[src/rtl/hazard_stall_ctrl.sv]
// -----------------------------------------------------------------------------
// hazard_stall_ctrl
// Pipeline sequencer for the 5-stage core. Detects load-use hazards,
// data-memory wait states and taken branches/jumps, and drives the
// stall / bubble / flush controls of PC, IF_ID, ID_EX, EX_MEM and MEM_WB.
//
// Optional feature: define HAZARD_STATS_EN to build three saturating
// statistics counters. Without it the counter ports are tied to zero and no
// counter flops exist.
//
// Parameters
//   REG_W        register-address width
//   FLUSH_DEPTH  cycles IF_ID is flushed per taken branch/jump (1..7)
//   MAX_WAIT     data-memory wait cycles before timeout (2..2**16)
//   CNT_W        statistics counter width
//
// Ports
//   clk_i           clock, all state on rising edge
//   rst_i           synchronous reset, active-high
//   ifid_rs_i       rs field of instruction in ID
//   ifid_rt_i       rt field of instruction in ID
//   idex_rt_i       rt (load destination) of instruction in EX
//   idex_memread_i  instruction in EX is a load
//   branch_taken_i  branch/jump resolved taken in ID this cycle
//   mem_req_i       instruction in MEM accesses data memory
//   mem_ack_i       data memory completes access this cycle
//   pc_write_o      PC may update
//   ifid_stall_o    hold IF_ID
//   ifid_flush_o    load NOP into IF_ID
//   idex_stall_o    hold ID_EX (connects to ID_EX stall_i)
//   idex_bubble_o   select all-zero control inputs into ID_EX
//   exmem_stall_o   hold EX_MEM
//   memwb_bubble_o  zero MEM_WB control inputs (RegWrite=0)
//   mem_err_o       sticky data-memory timeout
//   lu_cnt_o        load-use stall cycles
//   mem_cnt_o       memory wait cycles
//   flush_cnt_o     flush cycles
//   dbg_state_o     current sequencer state (RUN=0, FLUSH=1, MEM_WAIT=2, HALT=3)
//
// Handshake with data memory: a request is outstanding while mem_req_i=1 and
// it completes in the cycle mem_ack_i=1. An ack in the first request cycle
// costs nothing; otherwise the whole pipeline freezes until the ack cycle,
// which itself is already a released (normal) cycle.
// -----------------------------------------------------------------------------
module hazard_stall_ctrl #(
  parameter int REG_W       = 5,
  parameter int FLUSH_DEPTH = 1,
  parameter int MAX_WAIT    = 64,
  parameter int CNT_W       = 32
) (
  input  logic             clk_i,
  input  logic             rst_i,
  input  logic [REG_W-1:0] ifid_rs_i,
  input  logic [REG_W-1:0] ifid_rt_i,
  input  logic [REG_W-1:0] idex_rt_i,
  input  logic             idex_memread_i,
  input  logic             branch_taken_i,
  input  logic             mem_req_i,
  input  logic             mem_ack_i,
  output logic             pc_write_o,
  output logic             ifid_stall_o,
  output logic             ifid_flush_o,
  output logic             idex_stall_o,
  output logic             idex_bubble_o,
  output logic             exmem_stall_o,
  output logic             memwb_bubble_o,
  output logic             mem_err_o,
  output logic [CNT_W-1:0] lu_cnt_o,
  output logic [CNT_W-1:0] mem_cnt_o,
  output logic [CNT_W-1:0] flush_cnt_o,
  output logic [1:0]       dbg_state_o
);

  localparam int WAIT_W = $clog2(MAX_WAIT + 1);
  localparam int FL_W   = 3;

  typedef enum logic [1:0] {
    ST_RUN      = 2'd0,
    ST_FLUSH    = 2'd1,
    ST_MEM_WAIT = 2'd2,
    ST_HALT     = 2'd3
  } state_t;

  state_t            state;
  logic [WAIT_W-1:0] wait_cnt;
  logic [FL_W-1:0]   fl_cnt;

  logic lu;
  logic mw;
  logic freeze;    // full pipeline freeze (memory wait or timeout)
  logic lu_stall;  // one-cycle load-use stall with ID_EX bubble
  logic flush;     // IF_ID receives a NOP

  // Register 0 is hard-wired, so a load into $0 never creates a dependency.
  assign lu = idex_memread_i && (idex_rt_i != '0) &&
              ((idex_rt_i == ifid_rs_i) || (idex_rt_i == ifid_rt_i));
  assign mw = mem_req_i && !mem_ack_i;

  // Output decode: registered state plus current inputs. Reset forces the
  // idle pattern immediately so no residual stall leaks through.
  always_comb begin
    freeze   = 1'b0;
    lu_stall = 1'b0;
    flush    = 1'b0;
    case (state)
      ST_RUN: begin
        if (mw)                  freeze   = 1'b1;
        else if (lu)             lu_stall = 1'b1;
        else if (branch_taken_i) flush    = 1'b1;
      end
      ST_FLUSH: begin
        // ID holds a flushed slot here, so lu and branch_taken_i are ignored.
        if (mw) freeze = 1'b1;
        else    flush  = 1'b1;
      end
      ST_MEM_WAIT: begin
        if (!mem_ack_i) freeze = 1'b1;
      end
      default: begin
        freeze = 1'b1;
      end
    endcase
    if (rst_i) begin
      freeze   = 1'b0;
      lu_stall = 1'b0;
      flush    = 1'b0;
    end
  end

  assign pc_write_o     = !(freeze || lu_stall);
  assign ifid_stall_o   = freeze || lu_stall;
  assign ifid_flush_o   = flush;
  assign idex_stall_o   = freeze;
  assign idex_bubble_o  = lu_stall;
  assign exmem_stall_o  = freeze;
  assign memwb_bubble_o = freeze;
  assign mem_err_o      = (state == ST_HALT) && !rst_i;
  assign dbg_state_o    = state;

  always_ff @(posedge clk_i) begin
    if (rst_i) begin
      state    <= ST_RUN;
      wait_cnt <= '0;
      fl_cnt   <= '0;
    end else begin
      case (state)
        ST_RUN: begin
          if (mw) begin
            state    <= ST_MEM_WAIT;
            wait_cnt <= WAIT_W'(1);
          end else if (!lu && branch_taken_i && (FLUSH_DEPTH > 1)) begin
            state  <= ST_FLUSH;
            fl_cnt <= FL_W'(FLUSH_DEPTH - 1);
          end
        end
        ST_FLUSH: begin
          // fl_cnt is left untouched on a memory wait so the flush resumes
          // where it stopped once the access completes.
          if (mw) begin
            state    <= ST_MEM_WAIT;
            wait_cnt <= WAIT_W'(1);
          end else if (fl_cnt <= FL_W'(1)) begin
            state  <= ST_RUN;
            fl_cnt <= '0;
          end else begin
            fl_cnt <= fl_cnt - FL_W'(1);
          end
        end
        ST_MEM_WAIT: begin
          if (mem_ack_i) begin
            state    <= (fl_cnt != '0) ? ST_FLUSH : ST_RUN;
            wait_cnt <= '0;
          end else if (wait_cnt == WAIT_W'(MAX_WAIT - 1)) begin
            state <= ST_HALT;
          end else begin
            wait_cnt <= wait_cnt + WAIT_W'(1);
          end
        end
        default: begin
          // Timeout is terminal until reset; a late ack is ignored.
          state <= ST_HALT;
        end
      endcase
    end
  end

`ifdef HAZARD_STATS_EN
  logic [CNT_W-1:0] lu_cnt;
  logic [CNT_W-1:0] mem_cnt;
  logic [CNT_W-1:0] flush_cnt;
  logic             mem_evt;

  // HALT keeps the freeze but is not a wait cycle any more.
  assign mem_evt = freeze && (state != ST_HALT);

  always_ff @(posedge clk_i) begin
    if (rst_i) begin
      lu_cnt    <= '0;
      mem_cnt   <= '0;
      flush_cnt <= '0;
    end else begin
      if (lu_stall && (lu_cnt != '1))   lu_cnt    <= lu_cnt + 1'b1;
      if (mem_evt && (mem_cnt != '1))   mem_cnt   <= mem_cnt + 1'b1;
      if (flush && (flush_cnt != '1))   flush_cnt <= flush_cnt + 1'b1;
    end
  end

  assign lu_cnt_o    = lu_cnt;
  assign mem_cnt_o   = mem_cnt;
  assign flush_cnt_o = flush_cnt;
`else
  assign lu_cnt_o    = '0;
  assign mem_cnt_o   = '0;
  assign flush_cnt_o = '0;
`endif

endmodule

[config.mk]
export PLATFORM = sky130hd
export DESIGN_NAME = hazard_stall_ctrl
export DESIGN_NICKNAME = d
export VERILOG_FILES = /design/src/rtl/hazard_stall_ctrl.sv
export SDC_FILE = /design/constraint.sdc
export NUM_CORES = 1
export LEC_CHECK = 0
export ABC_CLOCK_PERIOD_IN_PS = 1400
export BUFFER_PORTS_ARGS = -buffer_cell sky130_fd_sc_hd__buf_2
export CORE_ASPECT_RATIO = 1.5
export CORE_MARGIN = 3
export CORE_UTILIZATION = 37
export CTS_BUF_LIST = sky130_fd_sc_hd__clkbuf_8
export DETAILED_ROUTE_END_ITERATION = 8
export PLACE_DENSITY_LB_ADDON = 0.08
export SYNTH_ARGS = -nofsm -noshare
export SYNTH_HDL_FRONTEND = slang
export SYNTH_SLANG_ARGS = --single-unit
[constraint.sdc]
create_clock -name clk_i -period 1.4 [get_ports clk_i]
set_input_delay 0.28 -clock clk_i [delete_from_list [all_inputs] [get_ports clk_i]]
set_output_delay 0.28 -clock clk_i [all_outputs]
set_load 0.05 [all_outputs]
==> results by group, run 1 <==
Status
  – Status: finished, violations left
  – Failing checks: setup timing

Pwr
  – Max IR drop VDD: a little under 0.6 mV
  – Leak: 0.993 nW
  – Final Power: 1.57 mW
  – Pwr Density: 748 nW/um^2

CTS
  – Deepest clock path buffer count: 2
  – H-tree levels: 1
  – CTS Buf Count: 3
  – CTS Sinks: 12
  – Hold_buf cts: 0
  – Root Driver: clkbuf_8
  – Reg clk slew, reported paths: 0.05 ns
  – CTS tree: done
  – Later-pin clock latency in the skew report: roughly 0.24 ns

Worst setup path
  – Max incr delay on CP: 0.53 ns
  – Critical path, cell by cell: buf_6 > or4_4 > nor2_4 > nand4bb_4 > o21bai_4 > buf_8
  – CP Data Required Time: around 1.1 ns
  – Slowest stage cell on the critical path: or4_4
  – Crit Path Category: in2out
  – CP Capture Type: primary output
  – CP Data Arrival Time: 1.44 ns
  – Startpoint types: input pin
  – Worst R2R Path Depth: 5
  – Critical-path maximum fanout: 2

Synthesis
  – Mux share of post-synthesis cell area: 0.0123
  – Syn Area/Cell: 7.81 um^2
  – Largest family of logic cells by synthesized area: buffers and inverters
  – Sequential-to-total area share from yosys stat: 0.148
  – Most used DFF post-synth: dfxtp_1
  – Yosys reg bits: 12
  – Post-Syn Area: 1630 um^2
  – Async S/R FF share, synth: 0
  – Post-synth EDFFs: 0
  – Post-Synth XOR/XNOR Area: 0.0647
  – Post-synth cell types: 39
  – Syn Inst Count: 208
  – Adder-Cell Fraction of Synth Area: 0.0308
  – Post-synthesis compound-gate area fraction: 0.110
  – Yosys warnings: 0
  – Synth Area in Simple Gates: 0.146

Timing
  – # setup viols final: 11
  – Final slew viol count: 0
  – Final hold vios: 0
  – Clock skew: 0.00326 ns
  – Final period utilization: 1.23
  – Setup ws final: -0.320 ns
  – Final min period: around 1.7 ns
  – Hold WS: 0.441 ns
  – Max Freq: 0.581 GHz
  – RSZ-0062 raised after global routing: true

Die
  – Die height: 87.2 um
  – Cell Rows: 28
  – Ports: 127
  – Die ar.: 5240 um^2
  – Core ar.: about 4000 um^2
  – Initial Util: 0.397
  – Die W: 60.1 um

Detailed routing
  – DR vias: 1271
  – Routed length per instance: 10.9 um
  – DR DRC count: 0
  – Detailed-route wire length: about 3500 um
  – Initial DRC count: 11
  – Vias per cell: roughly 4
  – Post-route ant nets: 0
  – First-pass iteration count of the detailed router: 4

Cells and area
  – Finished layout cell area: 2100 um^2
  – Core Util, Final: 0.512
  – Proportion of layout cells with a drive suffix above 1: 0.412
  – Final Non-Filler Cells: 317
  – Antenna Cells: 0
  – Area growth syn-to-layout: 29.1%
  – Final #Nets: approximately 300

Place
  – Inst Count DP: just over 300
  – Dpl hpwl: 2780 um
  – Port bufs: 30
  – Post-DP Area: 1750 um^2
  – GPL Wtd Cong: 0.725

Global route
  – Vias in the first global route: 1051
  – First-pass GRT wire length: 4660 um
  – Tot GR Track Use: 0.116
  – Grt total ovfl: 0
  – Largest net degree at the start of global routing: 11
  – Initial antenna violation count: 0

Run
  – MaxCap Viol Count: 0

Worst hold path
  – Worst Hold Depth: 3
  – HP Class: in2reg
## final cells by class
cell class / count / area [um^2]
fillers: 403 / 2000
multi-input cells: 183 / 1190
repair buffers: 68 / 532
flip-flops and latches: 12 / 255
well taps: 45 / 56.3
clock buffers: 3 / 41.3
inverters: 6 / 22.5
## metrics by stage
stage	setup TNS, ns	setup WS [ns]
3_5_place_dp	-2.67	-0.530
3_3_place_gp	-2.66	-0.511
6_report	-1.81	-0.320
4_1_cts	-1.95	-0.343
2_1_floorplan	-1.41	-0.267
5_1_grt	-2.57	-0.353
## cells in the mapped netlist, types with 2 or more instances
library cell	n	share of area
inv_1	6	0.014
dfxtp_1	12	0.15
xnor2_1	10	0.054
ha_1	4	0.031
a21oi_1	9	0.028
buf_4	98	0.45
mux2i_1	2	0.012
or3_1	4	0.015
nor3_1	4	0.012
nor2_1	9	0.021
o22ai_1	2	0.0077
nand2_1	7	0.016
buf_6	2	0.014
nor2b_1	2	0.0077
nand3_1	4	0.012
o21ai_0	7	0.022
o21bai_1	2	0.0092
a31oi_1	2	0.0077
xor2_1	2	0.011
## cell usage in the layout, fill, tap and decap left out, types with 2 or more instances in the layout
| master | netlist | final |
|---|---|---|
| conb_1 | 1 | 96 |
| buf_4 | 98 | 33 |
| buf_2 | 1 | 20 |
| buf_6 | 2 | 11 |
| xnor2_1 | 10 | 8 |
| nand2_1 | 7 | 6 |
| o21ai_0 | 7 | 6 |
| dfxtp_1 | 12 | 6 |
| a21oi_1 | 9 | 5 |
| nor2_1 | 9 | 5 |
| inv_1 | 6 | 4 |
| buf_8 | 0 | 4 |
| nand3_1 | 4 | 3 |
| or3_1 | 4 | 3 |
| nor3_1 | 4 | 3 |
| clkbuf_8 | 0 | 3 |
| dfxtp_4 | 0 | 3 |
| dfxtp_2 | 0 | 3 |
| a21oi_4 | 0 | 2 |
| xnor2_2 | 0 | 2 |
| nor2_4 | 0 | 2 |
| o21bai_4 | 0 | 2 |
| inv_2 | 0 | 2 |
| nor2_2 | 0 | 2 |
| or3_4 | 0 | 2 |
| a21oi_2 | 0 | 2 |
| xor2_1 | 2 | 2 |
| mux2i_1 | 2 | 2 |
| ha_1 | 4 | 2 |
## power breakdown
| group | internal, mW | switching, mW |
|---|---|---|
| registers | 0.344 | 0.00732 |
| logic | 0.171 | 0.734 |
| clock network | 0.189 | 0.123 |
## sequential cells by signal (all words and copies together) (netlist names)
| signal | count |
|---|---|
| wait_cnt | 7 |
| dbg_state_o | 2 |
| fl_cnt | 3 |
## critical path, delay by kind of cell
| family | cells | cell delay (ns) |
|---|---|---|
| AND/OR/NAND/NOR | 3 | 0.84 |
| buffers and inverters | 2 | 0.24 |
| AO/OA/AOI/OAI | 1 | 0.07 |
## repair_timing
action | in CTS | in global routing
setup endpoints to repair | 15 | 17
resized for setup | 32 | 28
buffers inserted | 5 | 2
pin swaps | 12 | 12
## worst paths after layout
| path | endpoint | from | slack (ns) |
|---|---|---|---|
| max | ifid_stall_o | idex_rt_i[4] | -0.32 |
| min | fl_cnt[0] | rst_i | 0.44 |
| max reg2reg | wait_cnt[0] | dbg_state_o[1] | -0.08 |
| min reg2reg | wait_cnt[6] | wait_cnt[6] | 0.45 |
## cell families after synthesis
kind of cell / count (synthesis)
adders and majority gates: 4
xor gates and xnor gates: 12
muxes: 2
other: 1
buffers and inverters: 108
DFF: 12
and+or+nand+nor: 41
AOI/OAI and AO/OA: 28
## routing by layer
metal | routed length (um) | track usage | vias up
li1 | - | - | 632
met1 | 1150 | 0.125 | 558
met2 | 1940 | 0.220 | 77
met3 | 355 | 0.0178 | 4
met4 | 22 | 0.0363 | 0
met5 | 0 | 0 | -
No activity file was read; power rests on OpenSTA's default activity.
==> run 2: changes to the inputs <==
--- a/config.mk
+++ b/config.mk
@@ -13,6 +13,7 @@
 export CTS_BUF_LIST = sky130_fd_sc_hd__clkbuf_8
 export DETAILED_ROUTE_END_ITERATION = 8
 export PLACE_DENSITY_LB_ADDON = 0.08
+export SKIP_LAST_GASP = 1
 export SYNTH_ARGS = -nofsm -noshare
 export SYNTH_HDL_FRONTEND = slang
 export SYNTH_SLANG_ARGS = --single-unit
==> results by group, run 2 (synthesis gave the netlist of run 1 again) <==
Die
  – Ports: roughly 130
  – Die height: 87.2 um
  – Die ar.: approximately 5200 um^2
  – Core ar.: 4100 um^2
  – Die W: 60.1 um
  – Cell Rows: 28
  – Initial Util: 0.397

Pwr
  – Comb pwr share: 0.578
  – Flop pwr share: 0.225
  – Pwr Density: 747 nW/um^2
  – Max IR drop VDD: 0.577 mV
  – Final Power: 1.56 mW
  – Clock Power Share: 0.198
  – Sw frac: 0.551
  – Net Sw Power: 861 uW
  – Leak: 0.995 nW
  – Internal Dissipation: 703 uW

Place
  – Dpl hpwl: approximately 2800 um
  – GPL Wtd Cong: 0.725
  – Port bufs: 30
  – Inst Count DP: 307
  – Post-DP Area: about 1700 um^2
  – Post-place setup slack: -0.530 ns

Detailed routing
  – DR vias: between 1k and 1.5k
  – Vias per cell: 3.99
  – Detailed-route wire length: between 3000 and 4000 um
  – Post-route ant nets: 0
  – Routed length per instance: 10.7 um
  – First-pass iteration count of the detailed router: 2
  – DR DRC count: 0
  – Initial DRC count: 9

Global route
  – Largest net degree at the start of global routing: 11
  – First-pass GRT wire length: 4650 um
  – Initial antenna violation count: 0
  – Tot GR Track Use: 0.116
  – Grt total ovfl: 0
  – Vias in the first global route: 1048

Worst setup path
  – CP Data Arrival Time: 1.44 ns
  – CP Capture Type: primary output
  – CP Data Required Time: 1.12 ns
  – Slowest stage cell on the critical path: or4_4
  – CP bufs+invs: 2
  – Critical path, cell by cell: buf_6 > or4_4 > nor2_4 > nand4bb_4 > o21bai_4 > buf_8
  – Delay-heaviest family, CP: simple AND/OR/NAND/NOR gates
  – Max incr delay on CP: 0.53 ns
  – Reg-to-reg setup timing slack: -0.08 ns
  – Crit Path Category: in2out
  – Critical-path maximum fanout: 2
  – Startpoint types: input pin

Cells and area
  – Antenna Cells: 0
  – Proportion of layout cells with a drive suffix above 1: 0.414
  – Most common cell after layout, fill and taps aside: conb_1
  – Finished layout cell area: 2090 um^2
  – Core Util, Final: 0.511
  – Final Non-Filler Cells: 318
  – Area growth syn-to-layout: 28.9%
  – Most frequent cells in the layout: 96 x conb_1, 35 x buf_4, 20 x buf_2
  – Flip-flop count of the largest register after layout: 7
  – Largest Register: wait_cnt
  – Final #Nets: 300

Timing
  – RSZ-0062 raised after global routing: true
  – # setup viols final: 11
  – Final period utilization: 1.23
  – Hold WS: 0.441 ns
  – Final slew viol count: 0
  – Setup ws final: -0.320 ns
  – Clock skew: 0.00282 ns
  – Max Freq: 0.581 GHz
  – Final hold vios: 0
  – Setup TNS: -1.81 ns
  – Final min period: 1.72 ns

Run
  – MaxCap Viol Count: 0

Status
  – Failing checks: setup timing
  – Status: finished, violations left

CTS
  – Later-pin clock latency in the skew report: 0.24 ns
  – CTS Buf Count: 3
  – CTS Sinks: 12
  – Root Driver: clkbuf_8
  – Reg clk slew, reported paths: 0.05 ns
  – H-tree levels: 1
  – CTS tree: done
  – Deepest clock path buffer count: 2

Worst hold path
  – HP Class: reg2reg
## run 2: repair_timing
action	4_1_cts	5_1_grt
hold buffers	0	0
pin swaps	12	13
gates resized for setup	29	28
setup buffers	5	3
endpoints found under the setup margin	15	17
cloned	0	0
## run 2: power groups by stage
stage	Clock (mW)	Sequential, mW	Combinational, mW
detailed placement	0	0.358	0.832
floorplan	0	0.364	0.931
finish	0.309	0.352	0.903
global route	0.340	0.352	0.941
global placement	0	0.358	0.832
CTS	0.328	0.351	0.871
## run 2: layout make-up
type | count | area [um^2]
inverters | 6 | 22.5
flip-flops and latches | 12 | 255
well taps | 45 | 56.3
clock buffers | 3 | 41.3
multi-input cells | 183 | 1190
fillers | 401 | 2000
repair buffers | 69 | 528
## run 2: layer usage
metal,part of all wire,GRT usage,routed length [um]
met1,0.33,0.124,1130
met2,0.56,0.220,1910
met3,0.10,0.0178,345
met4,0.0038,0.0363,13
met5,0,0,0
## run 2: worst paths after layout
kind	endpoint	cells past startpoint	startpoint
setup reg to reg	wait_cnt[0]	5	dbg_state_o[1]
hold reg to reg	wait_cnt[6]	1	wait_cnt[6]
setup / recovery	ifid_stall_o	6	idex_rt_i[4]
hold / removal	wait_cnt[6]	1	wait_cnt[6]
## run 2: worst reg2reg max path: stages, from the launching register on
cell,delay [ns]
dfxtp_4,0.37
buf_6,0.10
buf_6,0.10
nor2b_4,0.20
or4b_1,0.45
a31oi_1,0.18
